[config.mk]
export PLATFORM = sky130hd
export DESIGN_NAME = picomips_core_flat
export DESIGN_NICKNAME = d
export VERILOG_FILES = /design/src/rtl/picomips_core_if.sv /design/src/rtl/picomips_core.sv /design/src/flat_wrapper.sv
export SDC_FILE = /design/constraint.sdc
export NUM_CORES = 1
export LEC_CHECK = 0
export BUFFER_PORTS_ARGS = -buffer_cell sky130_fd_sc_hd__buf_2
export CORE_AREA = 5 5 121 89
export DETAILED_ROUTE_END_ITERATION = 7
export DIE_AREA = 0 0 126 94
export PLACE_DENSITY_LB_ADDON = 0.2
export SYNTH_ARGS = -nofsm -noshare
export SYNTH_HDL_FRONTEND = slang
export SYNTH_SLANG_ARGS = --single-unit
[constraint.sdc]
create_clock -name Clock -period 11.29 [get_ports Clock]
set_input_delay 1.129 -clock Clock [delete_from_list [all_inputs] [get_ports Clock]]
set_output_delay 1.129 -clock Clock [all_outputs]
set_load 0.03 [all_outputs]
[src/rtl/picomips_core_if.sv]
// Program ROM bus between picomips_core and its combinational program ROM.
//
// Signals:
//   instr_addr  PC_W bits      fetch address, driven by the core (= pc)
//   instr_data  ARG_W+3 bits   instruction word, driven combinationally by the ROM
//
// Modports:
//   master  core side (drives instr_addr, samples instr_data)
//   slave   ROM side  (samples instr_addr, drives instr_data)
interface picomips_core_if #(
  parameter int unsigned ARG_W = 5,
  parameter int unsigned PC_W  = 6
);
  logic [PC_W-1:0]  instr_addr;
  logic [ARG_W+2:0] instr_data;

  modport master (output instr_addr, input instr_data);
  modport slave  (input instr_addr, output instr_data);
endinterface

[src/rtl/picomips_core.sv]
// picomips_core: multi-cycle accumulator processor (FETCH -> DECODE -> EXEC -> WB).
//
// Ports:
//   Clock     system clock, rising edge
//   nReset    asynchronous active-low reset
//   sw_data   switch data operand loaded by LSW
//   sw_go     asynchronous handshake switch, two-flop synchronised internally
//   rom       program ROM bus (picomips_core_if.master): instr_addr out, instr_data in
//   acc_out   accumulator value (drives LEDs)
//   waiting   high while stalled in HEI
//
// Build option:
//   PICOMIPS_SAT_EN  when defined, ADD/ADDI/MULI saturate instead of wrapping.
//
// Instruction word: {opcode[2:0], arg[ARG_W-1:0]}.
//   000 JMP  001 LSW  010 RTA  011 ATR  100 ADD  101 ADDI  110 MULI  111 HEI
module picomips_core #(
  parameter int unsigned DATA_W = 8,
  parameter int unsigned ARG_W  = 5,
  parameter int unsigned NREGS  = 4,
  parameter int unsigned PC_W   = 6
) (
  input  logic              Clock,
  input  logic              nReset,
  input  logic [DATA_W-1:0] sw_data,
  input  logic              sw_go,
  picomips_core_if.master   rom,
  output logic [DATA_W-1:0] acc_out,
  output logic              waiting
);

  localparam int unsigned InstrW = ARG_W + 3;
  localparam int unsigned IdxW   = (NREGS > 1) ? $clog2(NREGS) : 1;
  localparam int unsigned ProdW  = 2 * DATA_W;

  typedef enum logic [1:0] {StFetch, StDecode, StExec, StWb} state_e;
  typedef enum logic [2:0] {
    OpJmp, OpLsw, OpRta, OpAtr, OpAdd, OpAddi, OpMuli, OpHei
  } op_e;

  state_e            state_q;
  logic [PC_W-1:0]   pc_q;
  logic [DATA_W-1:0] acc_q;
  logic [DATA_W-1:0] opnd_q;
  logic [InstrW-1:0] ir_q;
  logic [DATA_W-1:0] regs_q [NREGS];
  logic              go_meta_q;
  logic              go_s_q;
  logic              waiting_q;

  // Decode of the registered instruction
  op_e               op;
  logic [ARG_W-1:0]  arg;
  logic [IdxW-1:0]   idx;
  logic [DATA_W-1:0] arg_sext;
  logic [DATA_W-1:0] imm;

  assign op       = op_e'(ir_q[InstrW-1:ARG_W]);
  assign arg      = ir_q[ARG_W-1:0];
  assign idx      = arg[IdxW-1:0];
  assign arg_sext = DATA_W'($signed(arg));
  assign imm      = arg_sext << 1;

  // Arithmetic datapath
  logic [DATA_W-1:0]       addend;
  logic [DATA_W:0]         sum;
  logic signed [ProdW-1:0] prod;
  logic [DATA_W-1:0]       add_res;
  logic [DATA_W-1:0]       mul_res;
  logic                    unused_bits;

  assign addend = (op == OpAdd) ? opnd_q : imm;
  assign sum    = {acc_q[DATA_W-1], acc_q} + {addend[DATA_W-1], addend};
  assign prod   = ProdW'($signed(acc_q)) * ProdW'($signed(imm));

`ifdef PICOMIPS_SAT_EN
  localparam logic [DATA_W-1:0] SatMax = {1'b0, {(DATA_W-1){1'b1}}};
  localparam logic [DATA_W-1:0] SatMin = {1'b1, {(DATA_W-1){1'b0}}};

  logic [ProdW-DATA_W-3:0] mul_hi;
  logic                    add_ovf;
  logic                    mul_ovf;

  // Sum overflows when the extra sign bit disagrees with the result sign bit.
  assign add_ovf = sum[DATA_W] ^ sum[DATA_W-1];
  // Product slice is valid only if everything above it sign-extends its top bit.
  assign mul_hi  = prod[ProdW-1:DATA_W+2];
  assign mul_ovf = !((&mul_hi) || !(|mul_hi));
  assign add_res = add_ovf ? (sum[DATA_W] ? SatMin : SatMax) : sum[DATA_W-1:0];
  assign mul_res = mul_ovf ? (prod[ProdW-1] ? SatMin : SatMax) : prod[DATA_W+2:3];
  assign unused_bits = ^prod[2:0];
`else
  assign add_res = sum[DATA_W-1:0];
  assign mul_res = prod[DATA_W+2:3];
  assign unused_bits = ^{prod[2:0], prod[ProdW-1:DATA_W+3], sum[DATA_W]};
`endif

  logic [DATA_W-1:0] acc_exec;
  logic              hei_stall;
  logic [PC_W-1:0]   pc_next;

  always_comb begin
    acc_exec = acc_q;
    case (op)
      OpLsw:         acc_exec = sw_data;
      OpRta:         acc_exec = opnd_q;
      OpAdd, OpAddi: acc_exec = add_res;
      OpMuli:        acc_exec = mul_res;
      default:       acc_exec = acc_q;
    endcase
  end

  // HEI 0 waits for go=1, HEI 1 waits for go=0.
  assign hei_stall = (op == OpHei) && (go_s_q == arg[0]);
  // JMP target is the zero-extended (or truncated) argument.
  assign pc_next   = (op == OpJmp) ? PC_W'(arg) : pc_q + PC_W'(1);

  always_ff @(posedge Clock or negedge nReset) begin
    if (!nReset) begin
      state_q   <= StFetch;
      pc_q      <= '0;
      acc_q     <= '0;
      opnd_q    <= '0;
      ir_q      <= '0;
      go_meta_q <= 1'b0;
      go_s_q    <= 1'b0;
      waiting_q <= 1'b0;
      for (int i = 0; i < int'(NREGS); i++) begin
        regs_q[i] <= '0;
      end
    end else begin
      go_meta_q <= sw_go;
      go_s_q    <= go_meta_q;
      case (state_q)
        StFetch: begin
          ir_q    <= rom.instr_data;
          state_q <= StDecode;
        end
        StDecode: begin
          opnd_q  <= regs_q[idx];
          state_q <= StExec;
        end
        StExec: begin
          if (hei_stall) begin
            waiting_q <= 1'b1;
          end else begin
            waiting_q <= 1'b0;
            acc_q     <= acc_exec;
            state_q   <= StWb;
          end
        end
        StWb: begin
          if (op == OpAtr) begin
            regs_q[idx] <= acc_q;
          end
          pc_q    <= pc_next;
          state_q <= StFetch;
        end
        default: state_q <= StFetch;
      endcase
    end
  end

  assign rom.instr_addr = pc_q;
  assign acc_out        = acc_q;
  assign waiting        = waiting_q;

endmodule

[src/flat_wrapper.sv]
// flat-port wrapper written by rule: the top's interface ports become plain ports
module picomips_core_flat 
#(
  parameter int unsigned DATA_W = 8,
  parameter int unsigned ARG_W  = 5,
  parameter int unsigned NREGS  = 4,
  parameter int unsigned PC_W   = 6
)
  (Clock, nReset, sw_data, sw_go, acc_out, waiting, rom_instr_addr, rom_instr_data);
  picomips_core_if #(.ARG_W(ARG_W), .PC_W(PC_W)) rom_i ();
  input  logic Clock;
  input  logic nReset;
  input  logic [DATA_W-1:0] sw_data;
  input  logic sw_go;
  output logic [DATA_W-1:0] acc_out;
  output logic waiting;
  output wire logic [$bits(rom_i.instr_addr)-1:0] rom_instr_addr;
  input wire logic [$bits(rom_i.instr_data)-1:0] rom_instr_data;
  assign rom_instr_addr = rom_i.instr_addr;
  assign rom_i.instr_data = rom_instr_data;
  picomips_core #(.DATA_W(DATA_W), .ARG_W(ARG_W), .NREGS(NREGS), .PC_W(PC_W)) u_core (.Clock(Clock), .nReset(nReset), .sw_data(sw_data), .sw_go(sw_go), .rom(rom_i), .acc_out(acc_out), .waiting(waiting));
endmodule
**Word-level counts from Yosys, hierarchy flattened**

Index checks and enable logic that the tools add are counted.
Widths: inputs -> output; s select.

- Flip-flop bits (word level): 67
- Input bits: 19
- Output and inout bits: 15
- Word-level logic and storage cells: 51

- Add/subtract/negate cells: 2
- $mul: 1
- Order comparisons: 2
- Equal/unequal tests: 12
- Muxes and demuxes: 12
- Bitwise logic cells: 2
- Reductions and logical operators: 8

Operators with widths:

| kind | count |
|---|---|
| $bwmux 32 | 1 |
| $mux 8 | 4 |
| $pmux 8 s4 | 1 |
| $bmux 8 s2 | 1 |
| $demux 8 s2 | 1 |
| $eq 3x3->1 const B | 4 |
| $mul 8x5->10 | 1 |
| $add 8x8->8 | 1 |
| $pmux 2 s4 | 1 |
| $add 6x1->6 const B | 1 |
| $eq 3x2->1 const B | 2 |
| $mux 6 | 1 |
| $eq 2x2->1 const B | 2 |
| $reduce_bool 4->1 | 1 |
| $eq 3x1->1 const B | 1 |
| $ge 3x3->1 const B | 1 |
| $logic_not 3->1 | 1 |
| $lt 3x1->1 const B | 1 |
| $not 2->3 | 1 |
| $reduce_and 3->1 | 1 |
| $eq 2x1->1 const B | 1 |
| $logic_and 1x1->1 | 2 |
| $logic_not 2->1 | 1 |
| $mux 2 | 1 |
| other kinds (6) | 6 |

**Depth between registers and ports, before layout**

- Depth after elaboration: 6
- Mapped depth: 17
- Mapped depth without buffers: 14

**Least setup slack after synthesis**

Ideal clock, no wire load.

- Path kind: flip-flop to flip-flop
- Start point: reg u_core.ir_q[0]
- End point: reg u_core.acc_q[5] (netlist: u_core.acc_out[5])
- Library setup time: 122 ps
- Data arrival time: 3,940 ps
- Data required time: 11,168 ps
- Setup slack: 7,228 ps
- Stages on the path, launching flop included: 16
- Buffers on the path: 3
- Period minus slack after synthesis: 4,062 ps
- Cells stage by stage: dfrtp_1 -> buf_2 -> buf_2 -> clkbuf_1 -> nand2_1 -> fa_1 -> fa_1 -> fa_1 -> inv_1 -> fa_1 -> a21o_1 -> a211oi_1 -> nor3_1 -> a21oi_1 -> o22ai_1 -> a32o_1

- Word-level cells in the longest chain between the ends: 4
- Elaborated cells between the ends (all ways): 8
- Classes of those cells: add/sub (1); mul (1); eq/ne (1); mux (2); bitwise (1); reduce/logical (2)

RTL lines:

| item | RTL line | RTL |
|---|---|---|
| from (decl) | picomips_core.sv:45 | `logic [InstrW-1:0] ir_q;` |
| from (signal assigned) | picomips_core.sv:136 | `ir_q <= rom.instr_data;` |
| parallel branches: the longest is 4 deep, another holds $mul 8x5->10 | - |  |
| to (signal assigned) | picomips_core.sv:122 | `acc_q <= '0;` |
| to (signal assigned) | picomips_core.sv:148 | `acc_q <= acc_exec;` |
| to (decl) | picomips_core.sv:43 | `logic [DATA_W-1:0] acc_q;` |

Several ways; the timed one is not identified.
A chain may end at the register's enable or synchronous reset.

**Final worst setup path**

- Start point: reg u_core.ir_q[1]
- End point: reg u_core.acc_q[5] (netlist: u_core.acc_out[5])

- Word-level cells in the longest chain between the ends: 3
- Elaborated cells between the ends (all ways): 4
- Classes of those cells: add/sub (1); mul (1); mux (2)

RTL lines:

| item | RTL line | RTL |
|---|---|---|
| parallel branches: the longest is 2 deep, another holds $mul 8x5->10 | - |  |
| $pmux 8 s4 * | picomips_core.sv:104 | `case (op)` |

Every way passes the cells marked *.

==> impl_metrics.env <==
export IMPL_drive_gt1_frac=0.243
export IMPL_cts_root_buf="clkbuf_16"
export IMPL_drc=0
export IMPL_yosys_warnings=0
export IMPL_die_w_um=126
export IMPL_crit_chain="nand2_1 -> fa_1 -> fa_1 -> fa_1 -> inv_1 -> fa_1 -> a21o_1 -> a211oi_1 -> nor3_1 -> a21oi_1 -> o22ai_1 -> a32o_1"
export IMPL_synth_edf_count=0
export IMPL_cts_tree="yes"
export IMPL_tightest_slew_ns=0.876
export IMPL_cts_resized=0
export IMPL_final_common_cell="dfrtp_1"
export IMPL_fin_crit_sh=0.379
export IMPL_grt_pass1_vias=3260
export IMPL_antenna_found_initial=0
export IMPL_synth_mux_area_frac=0.169
export IMPL_multi_input_area_um2=2680
export IMPL_r2r_slack_ns=7.01
export IMPL_max_freq_mhz=234
export IMPL_clock_skew_ns=0.00679
export IMPL_gp_congestion=0.789
export IMPL_finish_utilization=0.545
export IMPL_die_area_um2=11800
export IMPL_crit_type="register to register"
export IMPL_synth_adder_area_share=0.161
export IMPL_seqCellArea_um2=1680
export IMPL_synth_cell_area_um2=4620
export IMPL_hold_depth=0
export IMPL_fp_dieH_um=94
export IMPL_yosys_area_share_simple=0.121
export IMPL_dp_cells=581
export IMPL_yosys_cell_types_count=48
export IMPL_cp_start_kind="register"
export IMPL_finalHoldViolCount=0
export IMPL_status="complete, no violations"
export IMPL_nets=531
export IMPL_critPathMaxFanout=22
export IMPL_fin_crit_ns=4.28
export IMPL_tns_ns=0
export IMPL_grt_overflow=0
export IMPL_max_cap_violations=0
export IMPL_syn_nets=508
export IMPL_end_kind="register"
export IMPL_hp_class="register to register"
export IMPL_stdcell_count=597
export IMPL_row_count=30
export IMPL_grt_max_degree=68
export IMPL_drt_first_pass_iters=4
export IMPL_report_final_setup_viol=0
export IMPL_ios=34
export IMPL_cpLargestDelayFamily="adder cells"
export IMPL_routed_wl_um=10100
export IMPL_via_count=3228
export IMPL_arrival_ns=4.50
export IMPL_critPathBufInv=1
export IMPL_insertion_delay_ns=0.33
export IMPL_slew_headroom=0.416
export IMPL_synth_xor_area_frac=0.0304
export IMPL_vias_per_cell=5.41
export IMPL_crit_path_top_delay_cell="dfrtp_1"
export IMPL_final_max_slew_viol_count=0
export IMPL_clk_pin_slew_ns=0.06
export IMPL_area_growth_pct=11.6
export IMPL_first_iter_violations=307
export IMPL_clk_path_buf_depth=2
export IMPL_synth_compound_area_frac=0.100
export IMPL_timing_rr_start="u_core.ir_q[1]$_DFFE_PN0N_"
export IMPL_fp_coreArea_um2=9460
export IMPL_synth_cells=441
export IMPL_grt_use_total=0.186
export IMPL_slowest_delay_ns=0.90
export IMPL_grt_setup_unrepaired="no"
export IMPL_cts_setup_buffers=0
export IMPL_ys_seq_area_frac=0.363
export IMPL_crit_required_ns=11.51
export IMPL_num_antenna_cells=0
export IMPL_grt_pass1_wl_um=17200
export IMPL_htreeDepth=3
export IMPL_cts_sinks=67
export IMPL_syn_avg_cell_area_um2=10.5
export IMPL_routedWlPerCell_um=17.0
export IMPL_crit_top_cell="fa_1"
export IMPL_portBuffers=33
export IMPL_final_cell_mix="dfrtp_1 (67), mux2_2 (48), inv_1 (42)"
export IMPL_synth_top_family_by_area="multiplexers"
export IMPL_reg2reg_to="u_core.acc_out[5]$_DFFE_PN0P_"
export IMPL_hpwlAfterDp_um=7510
export IMPL_synthFlopType="dfrtp_1"
export IMPL_n_fill_cell=853
export IMPL_whs_endpoint="u_core.go_s_q$_DFF_PN0_"
export IMPL_min_delay_start="u_core.go_meta_q$_DFF_PN0_"
export IMPL_postRouteAntennaNets=0
export IMPL_start_util=0.488
export IMPL_cts_buffers=9
export IMPL_reg2regPathDepth=12
export IMPL_synthArstFlopShare=1.00
export IMPL_ys_seq_elements=67
export IMPL_ctsHoldBuffers=0
-- metal layers --
metal	vias up	wire length, um	track usage	part of all wire
met5	-	0	0	0
met4	0	103	0.0554	0.010
met3	11	556	0.0415	0.055
met2	68	4390	0.271	0.43
met1	1598	5090	0.275	0.50
li1	1551	-	-	-
-- state kept, by name, indices dropped and copies added, names as in the netlist --
| register | cells |
|---|---|
| u_core.acc_out | 8 |
| u_core.go_meta_q | 1 |
| u_core.go_s_q | 1 |
| u_core.ir_q | 8 |
| u_core.opnd_q | 8 |
| u_core.regs_q | 32 |
| u_core.rom.instr_addr | 6 |
| u_core.state_q | 2 |
| u_core.waiting | 1 |
-- synthesized netlist by cell type (6+ instances only) --
library cell,count,share of area
dfrtp_1,67,0.36
mux2_2,48,0.12
inv_1,42,0.034
nand2_1,38,0.031
ha_1,29,0.079
o21ai_0,29,0.031
and2_1,21,0.028
fa_1,19,0.082
nor2_1,17,0.014
clkbuf_1,16,0.013
a21oi_1,14,0.015
nand3_1,10,0.011
xnor2_1,10,0.019
mux4_2,8,0.039
a21o_1,7,0.011
mux2i_1,6,0.013
xor2_1,6,0.011
-- worst register-to-register path: cells and delay by family (launching register included) --
| kind | cells | cell delay [ns] |
|---|---|---|
| AO/OA/AOI/OAI | 5 | 0.94 |
| buffers and inverters | 1 | 0.06 |
| flip-flops | 1 | 0.90 |
| adder cells (fa/ha/maj) | 4 | 2.02 |
| AND/OR/NAND/NOR | 2 | 0.25 |
-- cells by family after synthesis --
kind of cell             Yosys count
AO/OA/AOI/OAI                     75
XOR/XNOR                          16
adder cells (fa/ha/maj)           48
buffers and inverters             65
flip-flops                        67
multiplexers                      62
AND/OR/NAND/NOR                  108
-- stage by stage --
step / setup slack, ns / cell area, um^2 / hold slack (ns)
4_1_cts: 7.00 / 5150 / 0.366
3_5_place_dp: 7.02 / 4860 / 0.353
6_report: 7.01 / 5150 / 0.363
5_1_grt: 6.68 / 5150 / 0.366
2_1_floorplan: 7.23 / 4620 / 0.331
3_3_place_gp: 7.12 / 4860 / 0.337
-- final cells by class --
cell class,count,area share
flip-flops and latches,67,0.325
clock buffers,10,0.0444
repair buffers,35,0.0350
inverters,42,0.0306
well taps,128,0.0311
clock inverters,6,0.0126
multi-input cells,309,0.521
-- how the worst max path moves through the flow --
stage               slack (ns)  cells past startpoint                       start                       endpoint
detailed placement        7.02                     12  u_core.ir_q[1]$_DFFE_PN0N_  u_core.acc_out[5]$_DFFE_PN0P_
global placement          7.12                     12  u_core.ir_q[1]$_DFFE_PN0N_  u_core.acc_out[5]$_DFFE_PN0P_
global route              6.68                     12  u_core.ir_q[1]$_DFFE_PN0N_  u_core.acc_out[5]$_DFFE_PN0P_
finish                    7.01                     12  u_core.ir_q[1]$_DFFE_PN0N_  u_core.acc_out[5]$_DFFE_PN0P_
CTS                       7.00                     12  u_core.ir_q[1]$_DFFE_PN0N_  u_core.acc_out[5]$_DFFE_PN0P_
floorplan                 7.23                     15  u_core.ir_q[0]$_DFFE_PN0N_  u_core.acc_out[5]$_DFFE_PN0P_
Power is left out: the tool's default activity adds up to more than one toggle a clock period on the data nets, which glitch-free logic cannot reach.
